==> config.mk <==
export PLATFORM = sky130hd
export DESIGN_NAME = img2col_window_buf
export DESIGN_NICKNAME = d
export VERILOG_FILES = /design/src/rtl/img2col_pkg.sv /design/src/rtl/img2col_snap_slot.sv /design/src/rtl/img2col_window_buf.sv
export SDC_FILE = /design/constraint.sdc
export NUM_CORES = 1
export LEC_CHECK = 0
export CORE_ASPECT_RATIO = 0.6
export CORE_UTILIZATION = 60
export DETAILED_ROUTE_END_ITERATION = 10
export DONT_BUFFER_PORTS = 1
export PLACE_DENSITY = 0.76
export SLEW_MARGIN = 20
export SYNTH_ARGS = -nofsm -noshare
export SYNTH_HDL_FRONTEND = slang
export SYNTH_SLANG_ARGS = --single-unit
export TNS_END_PERCENT = 30
==> constraint.sdc <==
create_clock -name clk -period 3 [get_ports clk]
set_input_delay 0.6 -clock clk [delete_from_list [all_inputs] [get_ports clk]]
set_output_delay 0.6 -clock clk [all_outputs]
set_load 0.01 [all_outputs]
==> src/rtl/img2col_pkg.sv <==
// Shared types and width helpers for the img2col window buffer and its snapshot slot.
package img2col_pkg;

    // Beat interpretation selected by the mode input.
    typedef enum logic {
        MODE_ADDR  = 1'b0,
        MODE_SHIFT = 1'b1
    } mode_e;

    // Default element width and the matching element type.
    localparam int ELEM_W = 16;
    typedef logic [ELEM_W-1:0] elem_t;

    // clog2 that never collapses to zero, for counters whose range may be a single value.
    function automatic int min1_clog2(input int n);
        return (n > 1) ? $clog2(n) : 1;
    endfunction

endpackage

==> src/rtl/img2col_snap_slot.sv <==
// One-entry hold register: loads a payload on demand and presents it with valid/ready.
module img2col_snap_slot #(
    parameter int PAYLOAD_W = 16
) (
    input  logic                 clk,
    input  logic                 rst,
    input  logic                 clear,
    input  logic                 load,
    input  logic [PAYLOAD_W-1:0] load_data,
    input  logic                 out_ready,
    output logic                 out_valid,
    output logic [PAYLOAD_W-1:0] out_data,
    output logic                 snap_ready
);

    logic                 valid_reg;
    logic [PAYLOAD_W-1:0] data_reg;

    // A load wins over a same-cycle consume, so back-to-back snapshots keep out_valid high.
    always_ff @(posedge clk) begin
        if (rst || clear) begin
            valid_reg <= 1'b0;
            data_reg  <= '0;
        end else if (load) begin
            valid_reg <= 1'b1;
            data_reg  <= load_data;
        end else if (out_ready) begin
            valid_reg <= 1'b0;
        end
    end

    assign out_valid  = valid_reg;
    assign out_data   = data_reg;
    assign snap_ready = !valid_reg || out_ready;

endmodule

==> src/rtl/img2col_window_buf.sv <==
// Multi-channel window register file: shift or addressed capture, per-entry valid
// tracking, and manual/automatic snapshots published through a one-entry slot.
module img2col_window_buf
    import img2col_pkg::*;
#(
    parameter int  DATA_W    = ELEM_W,
    parameter int  REG_NUM   = 5,
    parameter int  CH        = 1,
    parameter int  STRIDE    = 1,
    parameter int  AUTO_SNAP = 0,
    localparam int ADDR_W    = $clog2(REG_NUM),
    localparam int CNT_W     = $clog2(REG_NUM + 1)
) (
    input  logic                        clk,
    input  logic                        rst,
    input  logic                        clear,
    input  logic                        mode,
    input  logic                        in_valid,
    output logic                        in_ready,
    input  logic [CH*DATA_W-1:0]        in_data,
    input  logic [ADDR_W-1:0]           wr_addr,
    output logic                        addr_err,
    input  logic                        snap_req,
    output logic                        snap_ready,
    output logic                        out_valid,
    input  logic                        out_ready,
    output logic [REG_NUM*CH*DATA_W-1:0] out_data,
    output logic [CNT_W-1:0]            fill_count,
    output logic                        full
);

    localparam int SCNT_W = min1_clog2(STRIDE);
    localparam int PAY_W  = REG_NUM * CH * DATA_W;

    mode_e              mode_sel;
    logic [REG_NUM-1:0] vld_reg;
    logic [REG_NUM-1:0] vld_next;
    logic               armed_reg;
    logic [SCNT_W-1:0]  scnt_reg;
    logic               addr_err_reg;

    logic               beat_acc;
    logic               shift_acc;
    logic               addr_acc;
    logic               addr_oob;
    logic               shift_fills;
    logic               stride_hit;
    logic               auto_would;
    logic               auto_fire;
    logic               man_fire;
    logic               load;
    logic [PAY_W-1:0]   snap_next;

    assign mode_sel = mode_e'(mode);

    // A shift always sets the top entry, so the window is full after it iff entries 1.. are valid.
    assign shift_fills = &vld_reg[REG_NUM-1:1];
    assign stride_hit  = !armed_reg || (scnt_reg == SCNT_W'(STRIDE - 1));
    assign auto_would  = (AUTO_SNAP != 0) && (mode_sel == MODE_SHIFT) && shift_fills && stride_hit;

    // Stall only the beat that would emit a window while the slot cannot take it.
    assign in_ready  = !(auto_would && !snap_ready);
    assign beat_acc  = in_valid && in_ready;
    assign shift_acc = beat_acc && (mode_sel == MODE_SHIFT);
    assign addr_acc  = beat_acc && (mode_sel == MODE_ADDR);
    assign addr_oob  = (32'(wr_addr) >= REG_NUM);

    assign auto_fire = shift_acc && auto_would;
    assign man_fire  = snap_req && snap_ready;
    assign load      = (auto_fire || man_fire) && !clear;

    // Next-state valid bits, mirroring the data path's shift or addressed write.
    always_comb begin
        vld_next = vld_reg;
        if (shift_acc) begin
            vld_next = {1'b1, vld_reg[REG_NUM-1:1]};
        end else if (addr_acc) begin
            for (int i = 0; i < REG_NUM; i++) begin
                if (wr_addr == ADDR_W'(i)) begin
                    vld_next[i] = 1'b1;
                end
            end
        end
    end

    // Control state: valid bits, auto-snapshot arming and stride counting, error pulse.
    always_ff @(posedge clk) begin
        if (rst || clear) begin
            vld_reg      <= '0;
            armed_reg    <= 1'b0;
            scnt_reg     <= '0;
            addr_err_reg <= 1'b0;
        end else begin
            vld_reg      <= vld_next;
            addr_err_reg <= addr_acc && addr_oob;
            if (auto_fire) begin
                armed_reg <= 1'b1;
                scnt_reg  <= '0;
            end else if (shift_acc && armed_reg) begin
                scnt_reg <= (scnt_reg == SCNT_W'(STRIDE - 1)) ? '0 : scnt_reg + SCNT_W'(1);
            end
        end
    end

    // Per-channel data path; every lane follows the shared control decisions.
    genvar gi, gj;
    generate
        for (gi = 0; gi < CH; gi++) begin : g_lane
            logic [DATA_W-1:0] lane_reg  [REG_NUM];
            logic [DATA_W-1:0] lane_next [REG_NUM];
            logic [DATA_W-1:0] lane_in;

            assign lane_in = in_data[gi*DATA_W +: DATA_W];

            // Next-state lane contents, also used as the snapshot payload.
            always_comb begin
                lane_next = lane_reg;
                if (shift_acc) begin
                    for (int i = 0; i < REG_NUM - 1; i++) begin
                        lane_next[i] = lane_reg[i+1];
                    end
                    lane_next[REG_NUM-1] = lane_in;
                end else if (addr_acc) begin
                    for (int i = 0; i < REG_NUM; i++) begin
                        if (wr_addr == ADDR_W'(i)) begin
                            lane_next[i] = lane_in;
                        end
                    end
                end
            end

            // Lane storage; flushed by reset or clear.
            always_ff @(posedge clk) begin
                if (rst || clear) begin
                    for (int i = 0; i < REG_NUM; i++) begin
                        lane_reg[i] <= '0;
                    end
                end else begin
                    for (int i = 0; i < REG_NUM; i++) begin
                        lane_reg[i] <= lane_next[i];
                    end
                end
            end

            for (gj = 0; gj < REG_NUM; gj++) begin : g_ent
                assign snap_next[(gj*CH+gi)*DATA_W +: DATA_W] = lane_next[gj];
            end
        end
    endgenerate

    img2col_snap_slot #(
        .PAYLOAD_W(PAY_W)
    ) u_slot (
        .clk       (clk),
        .rst       (rst),
        .clear     (clear),
        .load      (load),
        .load_data (snap_next),
        .out_ready (out_ready),
        .out_valid (out_valid),
        .out_data  (out_data),
        .snap_ready(snap_ready)
    );

    // Occupancy is the number of set valid bits.
    always_comb begin
        fill_count = '0;
        for (int i = 0; i < REG_NUM; i++) begin
            fill_count = fill_count + CNT_W'(vld_reg[i]);
        end
    end

    assign full     = &vld_reg;
    assign addr_err = addr_err_reg;

endmodule

# == After elaboration in Yosys (flattened, before gate mapping) ==
# Index checks and enable logic that the tools add are counted.
# totals
register_bits,167
latch_bits,0
ram_bits,0
romBits,0
in_bits,26
out_inout_bits,88
wordCells,62
memories,0
# classes
addsub,4
n_mul,0
div,0
magnitude_cmp,1
eq_ne,4
shifts,0
muxes,16
n_bitwise,1
n_reduce_logical,23
# op_table
cell,count
$mux W80,2
$mux W16,5
$reduce_bool A2 Y1,7
$mux W5,2
$reduce_and A2 Y1,5
$mux W1,7
$add A3 B1 Y3,2
$eq A3 B2 Y1 const B,2
$logic_and A1 B1 Y1,5
$reduce_and A5 Y1,1
$add A2 B1 Y3,1
$eq A3 B1 Y1 const B,1
$eq A3 B3 Y1 const B,1
$ge A3 B3 Y1 const B,1
$logic_not A3 Y1,1
$add A1 B1 Y2,1
$logic_not A1 Y1,2
$logic_or A1 B1 Y1,2
$not A1 Y1,1

# == Longest topological paths before layout ==
# depth
depth_word,5
mapped_depth,7
mapped_depth_nobuf,4

# == Modules after synthesis ==
# Synthesis repeated with hierarchy kept, for this count alone.
# unflattened
cells_unflattened,828
area_unflattened_um2,7788.7
# by_module_without_submodules
mod,n_inst,cells_per_inst,area_per_inst_um2,seq_area_each_um2
img2col_window_buf,1,565,4835.9,1721.7
img2col_snap_slot,1,263,2952.8,1621.6

# == Worst setup path after synthesis ==
# No wires, ideal clock.
# synth_path
path_type,register to output
startpoint,reg vld_reg[1]
endpoint,out fill_count[1]
t_arrival_ns,1.488
t_required_ns,2.400
path_slack_ns,0.912
stages_incl_launch_ff,4
n_path_buf,0
path_cell_list,dfxtp_1 > fa_1 > fa_1 > ha_1
# synth_via
elab_chain_cells,4
# synth_rtl
item,line,source
from (decl),img2col_window_buf.sv:36,logic [REG_NUM-1:0] vld_reg;
from (signal assigned),img2col_window_buf.sv:94,vld_reg <= vld_next;
$add A1 B1 Y2,img2col_window_buf.sv:169,fill_count = fill_count + CNT_W'(vld_reg[i]);
$add A2 B1 Y3,img2col_window_buf.sv:169,
$add A3 B1 Y3 (2 in series),img2col_window_buf.sv:169,
to (decl),img2col_window_buf.sv:28,"output logic [CNT_W-1:0] fill_count,"
# No other way between the ends.

# == Worst setup path after layout ==
# Ends and elaborated chain as after synthesis.

==> impl_metrics.yaml <==
worst_setup_path:
  worstPathMaxFanout: 4
  critPathCaptureType: "primary output"
  worst-r2r-cell-count: 5
  timing.critical_path.mode_cell: "fa_1"
  crit_chain: "fa_1 > fa_1 > ha_1"
  setup.worst_path.end: "fill_count[1]"
  critPathMaxStageDelay_ns: 0.47
  worstPathArrival_ns: 2.03
  worst_setup_path_startpoint: "vld_reg[1]"
  r2r_end: "u_slot.out_data[2]"
  crit_required_ns: 2.40
  setup.worst_path.start_class: "flop"
  r2r-start: "u_slot.out_valid"
  critical-path-slowest-cell: "fa_1"
  criticalPathCategory: "reg -> out"
  reg2reg_slack_ns: 1.12
synthesis:
  synth_enable_flop_cells: 0
  synth_cells: 766
  synth_top_flop_cell: "dfxtp_1"
  synth.ff_latch_count: 167
  ys_async_sr_fraction: 0
  synth_top_area_cell: "dfxtp_1"
  synth-warning-count: 0
  yosys-top-cells-area: "dfxtp_1 (48%), o21ai_0 (8.3%), a21oi_1 (6.1%), o221a_2 (5.2%), nor2_1 (3.9%)"
  syn_area_per_cell_um2: 9.059
  yosysTopAreaCellShare: 0.4818
  synth_area_mm2: 0.006939
  seq_area_frac_synth: 0.4818
  yosysUniqueCellTypes: 40
  synth_fp_nets: 796
finish:
  mostFrequentLayoutCells: "dfxtp_1 (167), o21ai_0 (114), a21oi_1 (84)"
  flow.area_growth_from_synthesis_pct: 8.078
  nets: 751
  layout_commonest_cell: "dfxtp_1"
  fraction_of_layout_cells_with_a_size_suffix_above_1: 0.1267
clock_tree:
  cts_num_sinks: 167
  tritoncts.num_buffers: 17
  postCtsSetupRepairBufs: 0
  cts_root_buffer: "clkbuf_16"
  worstSkewPairLatency_ns: 0.43
  cts_tree: "done"
  cts.htree.levels: 4
  path_clk_slew_ns: 0.07
  cts-root-to-sink-buffers: 2
  postCtsHoldBufs: 0
  ctsResizeCount: 0
die:
  chipWidth_um: 140.8
  top_level_pins: 114
  core-area_mm2: 0.01089
  die_h_um: 85.30
  design.die.area_mm2: 0.01201
  std_cell_rows: 29
  initial_utilization: 0.6375
place:
  numPortBuffers: 0
  post-dp-hpwl_um: 13590
  globalplace.congestion: 0.8687
sta:
  hold-worst-slack_ns: 0.2961
  report.final.slew_viol_count: 0
  max_freq_ghz: 0.3797
  timing.max_slew.rel_slack: 0.3645
  setup_total_negative_slack_ns: 0
  report.final.setup_viol: 0
  finalHoldViolCount: 0
  clock-skew-final_ns: 0.006558
  final_period_minus_worst_setup_slack_ns: 2.634
  unrepaired_setup_endpoints_after_global_routing: "false"
  tightestPinTransition_ns: 0.9532
  layout_worst_path_cycle_share: 0.8780
routing:
  detailroute.via_count: 6023
  drt_drc_violations_left: 0
  detail_route.first_pass.iterations: 6
  drtAntennaViolNets: 0
  routed_wire_length_per_instance_um: 23.13
  routed_wl_um: 20220
  via_per_inst: 6.891
  drt_iter0_drc: 848
status:
  status: "finished, final reports clean"
hold_path:
  holdCritPathClass: "in -> reg"
power_and_ir_drop:
  p_per_area_mw_per_mm2: 637.5
  power.leakage_nw: 2.781
  p_sw_frac: 0.2653
  power.net_switching_mw: 1.269
  power_frac_clock: 0.434
  pwr-share-comb: 0.071
  share_seq_of_total_power: 0.495
  internal-power_mw: 3.513
  ir_drop_uv: 423.1
global_routing:
  wire_length_of_the_first_global_routing_pass_um: 31370
  antenna_found_initial: 2
  number_of_global_route_vias_before_repair: 5429
  grt_remaining_overflow: 0
  grt_start_max_net_pins: 76
  grt_util_all_layers: 0.3461
run:
  max_cap_viol_count: 0
routing by layer:
| layer | part of all wire | global-route usage | up-vias |
|---|---|---|---|
| met1 | 0.46 | 0.5300 | 2848 |
| met4 | 0.011 | 0.08597 | 0 |
| met3 | 0.15 | 0.1360 | 28 |
| li1 | - | - | 2718 |
| met5 | 0 | 0 | - |
| met2 | 0.38 | 0.4392 | 429 |
through the flow:
| step | cells | utilization | total power, mW | instance area, um^2 | setup slack, ns |
|---|---|---|---|---|---|
| 2_1_floorplan | 766 | - | 2.666 | 6939 | 0.9121 |
| 3_3_place_gp | 841 | 0.6377 | 2.730 | 6942 | 0.6844 |
| 3_5_place_dp | 841 | 0.6377 | 2.744 | 6942 | 0.6179 |
| 4_1_cts | 873 | 0.6887 | 4.771 | 7497 | 0.3686 |
| 5_1_grt | 874 | 0.6890 | 4.924 | 7500 | 0.2913 |
| 6_report | 874 | 0.6890 | 4.781 | 7500 | 0.3661 |
worst max-delay path: cells and delay by family (launching register included):
kind / cells / cell delay [ns]
adders and majority gates: 3 / 1.19
DFF: 1 / 0.42
cell type report:
class / count / area [um^2]
fill: 846 / 3386
sequential: 167 / 3343
multi-input combinational: 509 / 3237
clock buffer: 19 / 442.9
tap: 139 / 173.9
timing repair buffer: 14 / 142.6
clock inverter: 13 / 112.6
inverter: 12 / 45.04
antenna: 1 / 2.502
Yosys cell counts, types with 3 or more instances:
library cell / count
a221oi_2: 9
nand2b_1: 4
nand2_1: 29
nor2b_1: 11
clkbuf_1: 62
buf_6: 3
o311a_1: 9
a21oi_1: 84
and2_1: 29
o221a_1: 3
buf_2: 9
o21a_1: 9
o221a_2: 32
a221oi_1: 11
o21ai_0: 115
dfxtp_1: 167
nor2_1: 72
mux2i_1: 16
o211a_1: 9
inv_1: 12
o221ai_1: 18
o22ai_1: 26
how the worst min path moves through the flow:
stage | slack [ns] | depth (start not counted) | start | end
after floorplan | 0.47 | 2 | vld_reg[4] | vld_reg[4]
after global placement | 0.51 | 2 | vld_reg[4] | vld_reg[4]
after detailed placement | 0.52 | 2 | vld_reg[4] | vld_reg[4]
after CTS | 0.30 | 2 | snap_req | u_slot.out_valid
after global routing | 0.30 | 2 | snap_req | u_slot.out_valid
final | 0.30 | 2 | snap_req | u_slot.out_valid
power groups by stage:
stage          combinational [mW]  clock (mW)  sequential [mW]
2_1_floorplan               0.274           0             2.39
3_3_place_gp                0.319           0             2.41
3_5_place_dp                0.331           0             2.41
4_1_cts                     0.333        2.07             2.36
5_1_grt                     0.371        2.18             2.37
6_report                    0.341        2.07             2.37
cells by family after synthesis:
| kind of cell | after synthesis | synth area share |
|---|---|---|
| flip-flops | 167 | 0.4818 |
| multiplexers | 16 | 0.02308 |
| adder cells (fa/ha/maj) | 4 | 0.009376 |
| buffers and inverters | 90 | 0.05463 |
| AO/OA/AOI/OAI | 329 | 0.3199 |
| AND/OR/NAND/NOR | 159 | 0.1107 |
| other | 1 | 0.0005404 |
No activity file was read; power rests on OpenSTA's default activity.
